### src/rtl/systolic_controll_gen_pkg.sv
// -----------------------------------------------------------------------------
// systolic_ctrl_pkg
//   Shared definitions for the weight-stationary systolic array sequencer:
//   state encoding, width/size helper functions and the data-set clamp.
//   No ports (package).
// -----------------------------------------------------------------------------
package systolic_ctrl_pkg;

    // Sequencer states, kept as plain 2-bit constants so that legacy code
    // and waveform scripts that expect raw codes keep working.
    localparam logic [1:0] ST_IDLE = 2'd0;
    localparam logic [1:0] ST_LOAD = 2'd1;
    localparam logic [1:0] ST_WAIT = 2'd2;
    localparam logic [1:0] ST_ROLL = 2'd3;

    // Named view of the same codes for tools and debug displays.
    typedef enum logic [1:0] {
        IDLE = ST_IDLE,
        LOAD = ST_LOAD,
        WAIT = ST_WAIT,
        ROLL = ST_ROLL
    } state_e;

    // Each data set produces two outputs per PE row.
    function automatic int calc_out_per_set(input int array_size);
        return 2 * array_size;
    endfunction

    // Width of the output index inside one set.
    function automatic int calc_idx_w(input int out_per_set);
        return (out_per_set > 1) ? $clog2(out_per_set) : 1;
    endfunction

    // Width of the data-set index; never narrower than one bit.
    function automatic int calc_set_w(input int max_sets);
        return (max_sets > 1) ? $clog2(max_sets) : 1;
    endfunction

    // Runtime set count: zero is treated as one, anything above the
    // maximum is limited to the maximum.
    function automatic int clamp_sets(input int cfg, input int max_sets);
        if (cfg < 1) begin
            return 1;
        end
        if (cfg > max_sets) begin
            return max_sets;
        end
        return cfg;
    endfunction

endpackage

### src/rtl/systolic_controll_gen_if.sv
// -----------------------------------------------------------------------------
// systolic_controll_gen_if
//   Bundles the start/done handshake, run configuration, SRAM back-pressure
//   and the sequencer outputs toward the array and the write-out SRAM.
//   master : host side (drives tpu_start, cfg_num_sets, stall, abort)
//   slave  : sequencer side (drives sram_write_enable, addr_serial_num,
//            alu_start, cycle_num, matrix_index, data_set, tpu_busy, tpu_done)
// -----------------------------------------------------------------------------
interface systolic_controll_gen_if #(
    parameter int ARRAY_SIZE = 8,
    parameter int MAX_SETS   = 4,
    parameter int ADDR_W     = 7,
    parameter int CYC_W      = 9
);
    import systolic_ctrl_pkg::*;

    localparam int OUT_PER_SET = calc_out_per_set(ARRAY_SIZE);
    localparam int IDX_W       = calc_idx_w(OUT_PER_SET);
    localparam int SET_W       = calc_set_w(MAX_SETS);

    logic              tpu_start;
    logic [SET_W:0]    cfg_num_sets;
    logic              stall;
    logic              abort;
    logic              sram_write_enable;
    logic [ADDR_W-1:0] addr_serial_num;
    logic              alu_start;
    logic [CYC_W-1:0]  cycle_num;
    logic [IDX_W-1:0]  matrix_index;
    logic [SET_W-1:0]  data_set;
    logic              tpu_busy;
    logic              tpu_done;

    modport master (
        output tpu_start, cfg_num_sets, stall, abort,
        input  sram_write_enable, addr_serial_num, alu_start, cycle_num,
               matrix_index, data_set, tpu_busy, tpu_done
    );

    modport slave (
        input  tpu_start, cfg_num_sets, stall, abort,
        output sram_write_enable, addr_serial_num, alu_start, cycle_num,
               matrix_index, data_set, tpu_busy, tpu_done
    );

endinterface

### src/rtl/systolic_controll_gen_out_counter.sv
// -----------------------------------------------------------------------------
// systolic_out_counter
//   Output position tracker: matrix_index counts writes inside a set and wraps
//   into the data-set index. Flags the final write position of the run.
//   clk, arst    : clock, asynchronous active-high reset
//   i_clr        : clear both indices (has priority over i_inc)
//   i_inc        : advance by one write
//   i_last_set   : index of the final set of this run (num_sets-1)
//   o_idx, o_set : current output index / set index
//   o_last       : current position is the final write of the run
// -----------------------------------------------------------------------------
module systolic_out_counter
    import systolic_ctrl_pkg::*;
#(
    parameter  int OUT_PER_SET = 16,
    parameter  int MAX_SETS    = 4,
    localparam int IDX_W       = calc_idx_w(OUT_PER_SET),
    localparam int SET_W       = calc_set_w(MAX_SETS)
) (
    input  logic             clk,
    input  logic             arst,
    input  logic             i_clr,
    input  logic             i_inc,
    input  logic [SET_W-1:0] i_last_set,
    output logic [IDX_W-1:0] o_idx,
    output logic [SET_W-1:0] o_set,
    output logic             o_last
);
    localparam logic [IDX_W-1:0] IDX_LAST = IDX_W'(OUT_PER_SET - 1);

    logic [IDX_W-1:0] r_idx;
    logic [SET_W-1:0] r_set;

    assign o_idx  = r_idx;
    assign o_set  = r_set;
    assign o_last = (r_idx == IDX_LAST) && (r_set == i_last_set);

    always_ff @(posedge clk or posedge arst) begin
        if (arst) begin
            r_idx <= '0;
            r_set <= '0;
        end else if (i_clr) begin
            r_idx <= '0;
            r_set <= '0;
        end else if (i_inc) begin
            if (r_idx == IDX_LAST) begin
                r_idx <= '0;
                // The set index stays on the final set after the last write,
                // so it never runs past num_sets-1.
                if (!o_last) begin
                    r_set <= r_set + 1'b1;
                end
            end else begin
                r_idx <= r_idx + 1'b1;
            end
        end
    end

endmodule

### src/rtl/systolic_controll_gen.sv
// -----------------------------------------------------------------------------
// systolic_controll_gen
//   Sequencer for the weight-stationary systolic array. A run goes
//   IDLE -> LOAD -> WAIT -> ROLL -> IDLE. During ROLL the array is clocked
//   (alu_start), the input-SRAM address and cycle counter advance, and once
//   the pipeline is full every cycle writes one output, num_sets*2*ARRAY_SIZE
//   outputs in total. stall freezes ROLL; abort cancels the run.
//   clk  : clock
//   arst : asynchronous active-high reset
//   bus  : slave side of systolic_controll_gen_if (handshake, config,
//          stall/abort in; SRAM strobe, address, counters, busy/done out)
// -----------------------------------------------------------------------------
module systolic_controll_gen
    import systolic_ctrl_pkg::*;
#(
    parameter int ARRAY_SIZE = 8,
    parameter int MAX_SETS   = 4,
    parameter int ADDR_W     = 7,
    parameter int CYC_W      = 9
) (
    input  logic                   clk,
    input  logic                   arst,
    systolic_controll_gen_if.slave bus
);
    localparam int OUT_PER_SET = calc_out_per_set(ARRAY_SIZE);
    localparam int IDX_W       = calc_idx_w(OUT_PER_SET);
    localparam int SET_W       = calc_set_w(MAX_SETS);
    localparam int NS_W        = SET_W + 1;

    localparam logic [ADDR_W-1:0] ADDR_MAX  = '1;
    localparam logic [CYC_W-1:0]  CYC_MAX   = '1;
    // First cycle_num value at which the array has produced a valid output.
    localparam logic [CYC_W-1:0]  WIN_START = CYC_W'(ARRAY_SIZE + 1);

    logic [1:0]        r_state;
    logic [1:0]        w_state_nxt;
    logic [ADDR_W-1:0] r_addr;
    logic [CYC_W-1:0]  r_cycle;
    logic [NS_W-1:0]   r_num_sets;
    logic              r_done;

    logic              w_idle;
    logic              w_roll;
    logic              w_accept;
    logic              w_abort;
    logic              w_we;
    logic              w_cnt_clr;
    logic              w_cnt_last;
    logic              w_last_write;
    logic [SET_W-1:0]  w_last_set;
    logic [IDX_W-1:0]  w_idx;
    logic [SET_W-1:0]  w_set;

    assign w_idle   = (r_state == ST_IDLE);
    assign w_roll   = (r_state == ST_ROLL);
    // abort in IDLE only blocks a start; in a busy state it ends the run.
    assign w_accept = w_idle && bus.tpu_start && !bus.abort;
    assign w_abort  = !w_idle && bus.abort;

    assign w_we         = w_roll && !bus.stall && !bus.abort && (r_cycle >= WIN_START);
    assign w_last_write = w_we && w_cnt_last;
    assign w_last_set   = SET_W'(r_num_sets - 1'b1);
    // Indices restart for every run when entering ROLL, and on abort.
    assign w_cnt_clr    = w_abort || (r_state == ST_WAIT);

    assign bus.sram_write_enable = w_we;
    assign bus.alu_start         = w_roll && !bus.stall;
    assign bus.tpu_busy          = !w_idle;
    assign bus.tpu_done          = r_done;
    assign bus.addr_serial_num   = r_addr;
    assign bus.cycle_num         = r_cycle;
    assign bus.matrix_index      = w_idx;
    assign bus.data_set          = w_set;

    systolic_out_counter #(
        .OUT_PER_SET (OUT_PER_SET),
        .MAX_SETS    (MAX_SETS)
    ) u_out_cnt (
        .clk        (clk),
        .arst       (arst),
        .i_clr      (w_cnt_clr),
        .i_inc      (w_we),
        .i_last_set (w_last_set),
        .o_idx      (w_idx),
        .o_set      (w_set),
        .o_last     (w_cnt_last)
    );

    always_comb begin
        w_state_nxt = r_state;
        case (r_state)
            ST_IDLE: if (w_accept) w_state_nxt = ST_LOAD;
            ST_LOAD: w_state_nxt = w_abort ? ST_IDLE : ST_WAIT;
            ST_WAIT: w_state_nxt = w_abort ? ST_IDLE : ST_ROLL;
            ST_ROLL: if (w_abort || w_last_write) w_state_nxt = ST_IDLE;
            default: w_state_nxt = ST_IDLE;
        endcase
    end

    always_ff @(posedge clk or posedge arst) begin
        if (arst) begin
            r_state <= ST_IDLE;
            r_done  <= 1'b0;
        end else begin
            r_state <= w_state_nxt;
            r_done  <= w_last_write;
        end
    end

    always_ff @(posedge clk or posedge arst) begin
        if (arst) begin
            r_addr     <= '0;
            r_cycle    <= '0;
            r_num_sets <= NS_W'(1);
        end else if (w_abort) begin
            r_addr  <= '0;
            r_cycle <= '0;
        end else begin
            case (r_state)
                ST_IDLE: begin
                    if (w_accept) begin
                        r_addr     <= '0;
                        r_num_sets <= NS_W'(clamp_sets(int'(bus.cfg_num_sets), MAX_SETS));
                    end
                end
                ST_LOAD: r_addr <= ADDR_W'(1);
                ST_WAIT: begin
                    r_addr  <= ADDR_W'(2);
                    r_cycle <= '0;
                end
                ST_ROLL: begin
                    if (!bus.stall) begin
                        if (r_addr != ADDR_MAX) r_addr <= r_addr + 1'b1;
                        if (r_cycle != CYC_MAX) r_cycle <= r_cycle + 1'b1;
                    end
                end
                default: ;
            endcase
        end
    end

endmodule
### src/flat_wrapper.sv
// flat-port wrapper written by rule: the top's interface ports become plain ports
module systolic_controll_gen_flat import systolic_ctrl_pkg::*;
#(
    parameter int ARRAY_SIZE = 8,
    parameter int MAX_SETS   = 4,
    parameter int ADDR_W     = 7,
    parameter int CYC_W      = 9
)
  (clk, arst, bus_tpu_start, bus_cfg_num_sets, bus_stall, bus_abort, bus_sram_write_enable, bus_addr_serial_num, bus_alu_start, bus_cycle_num, bus_matrix_index, bus_data_set, bus_tpu_busy, bus_tpu_done);
  systolic_controll_gen_if #(.ARRAY_SIZE(ARRAY_SIZE), .MAX_SETS(MAX_SETS), .ADDR_W(ADDR_W), .CYC_W(CYC_W)) bus_i ();
  input  logic clk;
  input  logic arst;
  input wire logic [$bits(bus_i.tpu_start)-1:0] bus_tpu_start;
  input wire logic [$bits(bus_i.cfg_num_sets)-1:0] bus_cfg_num_sets;
  input wire logic [$bits(bus_i.stall)-1:0] bus_stall;
  input wire logic [$bits(bus_i.abort)-1:0] bus_abort;
  output wire logic [$bits(bus_i.sram_write_enable)-1:0] bus_sram_write_enable;
  output wire logic [$bits(bus_i.addr_serial_num)-1:0] bus_addr_serial_num;
  output wire logic [$bits(bus_i.alu_start)-1:0] bus_alu_start;
  output wire logic [$bits(bus_i.cycle_num)-1:0] bus_cycle_num;
  output wire logic [$bits(bus_i.matrix_index)-1:0] bus_matrix_index;
  output wire logic [$bits(bus_i.data_set)-1:0] bus_data_set;
  output wire logic [$bits(bus_i.tpu_busy)-1:0] bus_tpu_busy;
  output wire logic [$bits(bus_i.tpu_done)-1:0] bus_tpu_done;
  assign bus_i.tpu_start = bus_tpu_start;
  assign bus_i.cfg_num_sets = bus_cfg_num_sets;
  assign bus_i.stall = bus_stall;
  assign bus_i.abort = bus_abort;
  assign bus_sram_write_enable = bus_i.sram_write_enable;
  assign bus_addr_serial_num = bus_i.addr_serial_num;
  assign bus_alu_start = bus_i.alu_start;
  assign bus_cycle_num = bus_i.cycle_num;
  assign bus_matrix_index = bus_i.matrix_index;
  assign bus_data_set = bus_i.data_set;
  assign bus_tpu_busy = bus_i.tpu_busy;
  assign bus_tpu_done = bus_i.tpu_done;
  systolic_controll_gen #(.ARRAY_SIZE(ARRAY_SIZE), .MAX_SETS(MAX_SETS), .ADDR_W(ADDR_W), .CYC_W(CYC_W)) u_core (.clk(clk), .arst(arst), .bus(bus_i));
endmodule
### config.mk
export PLATFORM = sky130hd
export DESIGN_NAME = systolic_controll_gen_flat
export DESIGN_NICKNAME = d
export VERILOG_FILES = /design/src/rtl/systolic_controll_gen_pkg.sv /design/src/rtl/systolic_controll_gen_if.sv /design/src/rtl/systolic_controll_gen_out_counter.sv /design/src/rtl/systolic_controll_gen.sv /design/src/flat_wrapper.sv
export SDC_FILE = /design/constraint.sdc
export NUM_CORES = 1
export LEC_CHECK = 0
export CORE_MARGIN = 4
export CORE_UTILIZATION = 50
export DETAILED_ROUTE_END_ITERATION = 12
export PLACE_DENSITY_LB_ADDON = 0.05
export SYNTH_ARGS = -nofsm -noshare
export SYNTH_HDL_FRONTEND = slang
export SYNTH_SLANG_ARGS = --single-unit
export TNS_END_PERCENT = 10
### constraint.sdc
create_clock -name clk -period 2.95 [get_ports clk]
set_input_delay 0.4425 -clock clk [delete_from_list [all_inputs] [get_ports clk]]
set_output_delay 0.4425 -clock clk [all_outputs]
set_load 0.02 [all_outputs]
# Word-level counts from Yosys, hierarchy flattened
# Cells that the tools add are included.
dict set report classes {
  add_sub_neg 5
  mul 0
  div 0
  order_cmp 3
  eq_ne 14
  n_shift 0
  n_mux 34
  bitwise_logic 1
  reduce_logical 22
}
# cell count
set ops {}
lappend ops {{$mux W7} 4}
lappend ops {{$pmux W7 S4} 1}
lappend ops {{$mux W9} 3}
lappend ops {{$mux W2} 10}
lappend ops {{$pmux W9 S2} 1}
lappend ops {{$mux W4} 3}
lappend ops {{$ne A3 B3 Y1 const B} 4}
lappend ops {{$reduce_and A3 Y1} 4}
lappend ops {{$mux W1} 11}
lappend ops {{$add A9 B1 Y9 const B} 1}
lappend ops {{$ge A9 B4 Y1 const B} 1}
lappend ops {{$ne A9 B9 Y1 const B} 1}
lappend ops {{$logic_and A1 B1 Y1} 8}
lappend ops {{$pmux W2 S4} 1}
lappend ops {{$add A7 B1 Y7 const B} 1}
lappend ops {{$ne A7 B7 Y1 const B} 1}
lappend ops {{$ne A2 B2 Y1 const B} 3}
lappend ops {{$add A4 B1 Y4 const B} 1}
lappend ops {{$eq A2 B2 Y1 const B} 2}
lappend ops {{$eq A4 B4 Y1 const B} 1}
lappend ops {{$reduce_bool A2 Y1} 2}
lappend ops {{$gt A3 B3 Y1 const B} 1}
lappend ops {{$logic_not A1 Y1} 3}
lappend ops {{$lt A3 B1 Y1 const B} 1}
lappend ops {{other kinds (9)} 10}
dict set report totals {
  register_bits 27
  latchBits 0
  ramBits 0
  mem_bits_ro 0
  input_bits 8
  output_inout_bits 26
  elab_cells 86
  mem_count 0
}

# Logic depth before layout (Yosys ltp)
dict set report logic_depth {
  word_depth 12
  mapped_depth 9
  mapped_depth_nobuf 8
}

# Cells and area by module
# Synthesis repeated with hierarchy kept, for this count alone.
dict set report hier_totals {
  hier_cells 179
  area_unflattened_um2 1604.0
}
# mod n_inst cells_per_inst area_per_inst_um2 seq_area_each_um2
set by_module_without_submodules {}
lappend by_module_without_submodules {systolic_controll_gen 1 141 1252.5 526.8}
lappend by_module_without_submodules {systolic_out_counter 1 38 351.6 150.1}

# Least setup slack after synthesis
# No wires, ideal clock.
dict set report synth_timing {
  kind {register -> register}
  start {register u_core.r_cycle[0], in the netlist u_core.bus.cycle_num[0]}
  end {register u_core.r_cycle[3], in the netlist u_core.bus.cycle_num[3]}
  setup_ns 0.078
  arrival_time_ns 2.189
  t_required_ns 2.872
  path_slack_ns 0.683
  stages_incl_launch_ff 10
  path_buffers 1
  synth_period_minus_slack_ns 2.267
  path_cell_list {dfrtp_1 -> ha_1 -> and3_1 -> and3_1 -> ha_1 -> o21ai_0 -> a22oi_1 -> clkbuf_1 -> or3_1 -> a21oi_1}
}
dict set report synth_between {
  elab_chain_cells 5
  elab_cells_between_ends 8
  cone_classes {add/sub: 1; eq/ne: 2; mux: 4; reduce/logical: 1}
}
# item line
set synth_rtl {}
lappend synth_rtl {{start: declaration} systolic_controll_gen.sv:38} ;# logic [CYC_W-1:0] r_cycle;
lappend synth_rtl {{start signal: assignment} systolic_controll_gen.sv:134} ;# if (r_cycle != CYC_MAX) r_cycle <= r_cycle + 1'b1;
lappend synth_rtl {{$add A9 B1 Y9} systolic_controll_gen.sv:134}
lappend synth_rtl {{$mux W9} systolic_controll_gen.sv:134}
lappend synth_rtl {{$mux W9} systolic_controll_gen.sv:132} ;# if (!bus.stall) begin
lappend synth_rtl {{$pmux W9 S2} systolic_controll_gen.sv:119} ;# case (r_state)
lappend synth_rtl {{$mux W9} systolic_controll_gen.sv:115} ;# end else if (w_abort) begin
# Several ways; a longest one is shown, not always the timed one. The select of a mux whose other input is x is not followed.
# A chain may end at the register's enable or synchronous reset.

# Worst setup path after layout
dict set report layout_timing {
  start {register u_core.r_cycle[6], in the netlist u_core.bus.cycle_num[6]}
  end {output port bus_sram_write_enable}
}
dict set report layout_between {
  elab_chain_cells 2
}
# item line
set layout_rtl {}
lappend layout_rtl {{$ge A9 B4 Y1} systolic_controll_gen.sv:60} ;# assign w_we = w_roll && !bus.stall && !bus.abort && (r_cycle >= WIN_START);
lappend layout_rtl {{$logic_and A1 B1 Y1} systolic_controll_gen.sv:60}
lappend layout_rtl {{end: declaration} flat_wrapper.sv:17} ;# output wire logic [$bits(bus_i.sram_write_enable)-1:0] bus_sram_write_enable;
# No other way between the ends.

==> results.json <==
{
  "grt.overflow.total": 0,
  "hp-class": "input pin to async pin",
  "yosysTopAreaCell": "dfrtp_1",
  "post-route-period-util_pct": 89.0,
  "first_pass_iters": 4,
  "drive_gt1_share_pct": 8.72,
  "drcViolationCount": 0,
  "final_nets": 209,
  "cts_tree": "done",
  "critPathLaunchType": "flop",
  "report.final.setup_viol": 0,
  "crit_type": "flop to output port",
  "leakagePower_nw": 0.873,
  "final_core_util_pct": 67.9,
  "period_needed_ps": 2630,
  "fill_cells": 235,
  "finalSetupTns_ps": 0,
  "crit_path_end_kind": "output port",
  "cts-buffers-inserted": 3,
  "syn-mean-instance-area_um2": 9.66,
  "yosysUniqueCellTypes": 41,
  "insertion_delay_ps": 340,
  "status": "finished clean",
  "grt_max_degree": 28,
  "top_layer": "met4",
  "max_freq_mhz": 381,
  "synth-seq-area-share_pct": 43.8,
  "core_area_mm2": 0.00285,
  "finalWorstSetupSlack_ps": 325,
  "crit_fanout": 6,
  "rsz0062_at_grt": "false",
  "syn2layout_area_growth_pct": 25.4,
  "ioPinCount": 34,
  "post_drt_wl_per_cell_um": 15.7,
  "drtIter0Drc": 62,
  "postCtsSetupRepairBufs": 0,
  "dieArea_mm2": 0.00404,
  "irDropWorstVdd_uv": 233,
  "cts_buffer_depth": 2,
  "antenna_found_initial": 0,
  "critPathMaxStageDelay_ps": 550,
  "power_density_mw_per_mm2": 359,
  "routed_wl_um": 3550,
  "maxCapViolations": 0,
  "synthArstFlopShare_pct": 100,
  "grt_usage_pct": 18.5,
  "crit_arrival_ps": 2180,
  "die_h_um": 63.6,
  "final_common_cell": "clkdlybuf4s50_1",
  "ys.flop_type": "dfrtp_1",
  "wl_met3_um": 93,
  "drt-met1-wl_um": 1640,
  "yosysWarnings": 0,
  "cts_max_level": 1,
  "fin_hold_ws_ps": 439,
  "ant_nets": 0,
  "grt_pass1_wl_um": 6030,
  "slew_violations": 0,
  "diodes": 0,
  "worstMarginPinSlew_ps": 534,
  "synth_edf_count": 0,
  "ctsResizeCount": 0,
  "synth_area_mm2": 0.00155,
  "root_buffer": "clkbuf_4",
  "hpwl_um": 2500,
  "path_cells": "or4_1 > o31a_1 > clkdlybuf4s50_1",
  "hold_buffers": 0,
  "first_global_vias": 1341,
  "initial_core_util_pct": 54.2,
  "cp_data_required_time_ps": 2510,
  "dp_slack_ps": 383,
  "synth_fp_nets": 173,
  "max-slew-margin-rel_pct": 64.4,
  "path_clk_slew_ps": 160,
  "gp_congestion": 0.795,
  "rows": 19,
  "crit_slowest_cell": "clkdlybuf4s50_1",
  "synth.top_cell.area_share_pct": 42.1,
  "hold_viol": 0,
  "synth_area_leaders": "dfrtp_1, ha_1, mux2i_1, o21ai_0, nand2_1",
  "met2_length_um": 1760,
  "layout_common_cells": "clkdlybuf4s50_1, dfrtp_1, nand2_1, o21ai_0, nor2_1",
  "fin_skew_ps": 9.66,
  "syn_inst": 160,
  "via_per_inst": 6.00,
  "num_vias": 1356,
  "clock_sinks": 27,
  "portBuffers": 33,
  "fp.dieW_um": 63.6,
  "synth_seq_cells": 27
}
worst paths after layout:
path | startpoint | to | slack, ps | depth (start not counted)
hold reg to reg | u_core.r_num_sets[1]$_DFFE_PP0P_ | u_core.r_num_sets[1]$_DFFE_PP0P_ | 560 | 1
min in group clk | u_core.r_num_sets[1]$_DFFE_PP0P_ | u_core.r_num_sets[1]$_DFFE_PP0P_ | 560 | 1
max in group asynchronous | arst | u_core.r_num_sets[0]$_DFFE_PP1P_ | 2200 | 3
setup reg to reg | u_core.bus.cycle_num[0]$_DFFE_PP0P_ | u_core.bus.cycle_num[7]$_DFFE_PP0P_ | 460 | 8
setup / recovery | u_core.bus.cycle_num[6]$_DFFE_PP0P_ | bus_sram_write_enable | 320 | 3
hold / removal | arst | u_core.bus.cycle_num[3]$_DFFE_PP0P_ | 440 | 3
per-layer routing:
metal	up-vias	track usage [%]
met5	-	0
met4	0	8.89
met3	6	2.66
met2	29	31.4
met1	656	23.0
li1	665	-
power by group:
group          switching (W)  total [W]  internal (W)
registers          0.0000183   0.000405      0.000387
logic              0.0000663   0.000121     0.0000543
clock network       0.000118   0.000169     0.0000510
total               0.000203   0.000695      0.000492
critical path: cells and delay by family (launching register included):
family / cells / cell delay, ps
AO/OA/AOI/OAI: 1 / 330
flip-flops: 1 / 460
buffers and inverters: 1 / 550
AND/OR/NAND/NOR: 1 / 510
final cells by class:
cell class,instances,area [um^2],share of cell area [%]
Inverter,6,22.5,1.16
Clock inverter,1,5.00,0.258
Sequential cell,27,677,34.9
Tap cell,31,38.8,2.00
Multi-Input combinational cell,121,812,41.9
Timing Repair Buffer,37,360,18.6
Clock buffer,3,22.5,1.16
cells in the mapped netlist (4+ instances only):
master,count
a21oi_1,8
nand3_1,6
inv_1,6
nor2_1,10
dfrtp_1,26
and3_1,7
ha_1,5
o21ai_0,12
nor2b_1,5
nand2b_1,4
mux2i_1,6
a31oi_1,6
nand2_1,14
metrics by stage:
stage / power (W) / cells / area [um^2]
final: 0.000695 / 226 / 1940
after global placement: 0.000530 / 222 / 1910
after global routing: 0.000735 / 226 / 1940
after detailed placement: 0.000533 / 222 / 1910
after floorplan: 0.000487 / 160 / 1550
after CTS: 0.000702 / 226 / 1940
kinds of logic (layout without fill, tap and decap cells):
group	count (synthesis)	count (layout)	synth area share (%)
xor+xnor	2	2	1.13
mux	9	9	6.07
flops	27	27	43.8
buf+inv	12	47	3.64
simple gates	60	60	21.9
compound gates	45	45	19.4
fa+ha+maj	5	5	4.05
state kept, by name (all words and copies together) (netlist names):
signal / flops
u_core.r_num_sets: 2
u_core.u_out_cnt.o_set: 2
u_core.u_out_cnt.o_idx: 4
u_core.r_state: 2
u_core.bus.cycle_num: 9
u_core.bus.addr_serial_num: 7
u_core.bus.tpu_done: 1
(Power assumes the default switching activity.)
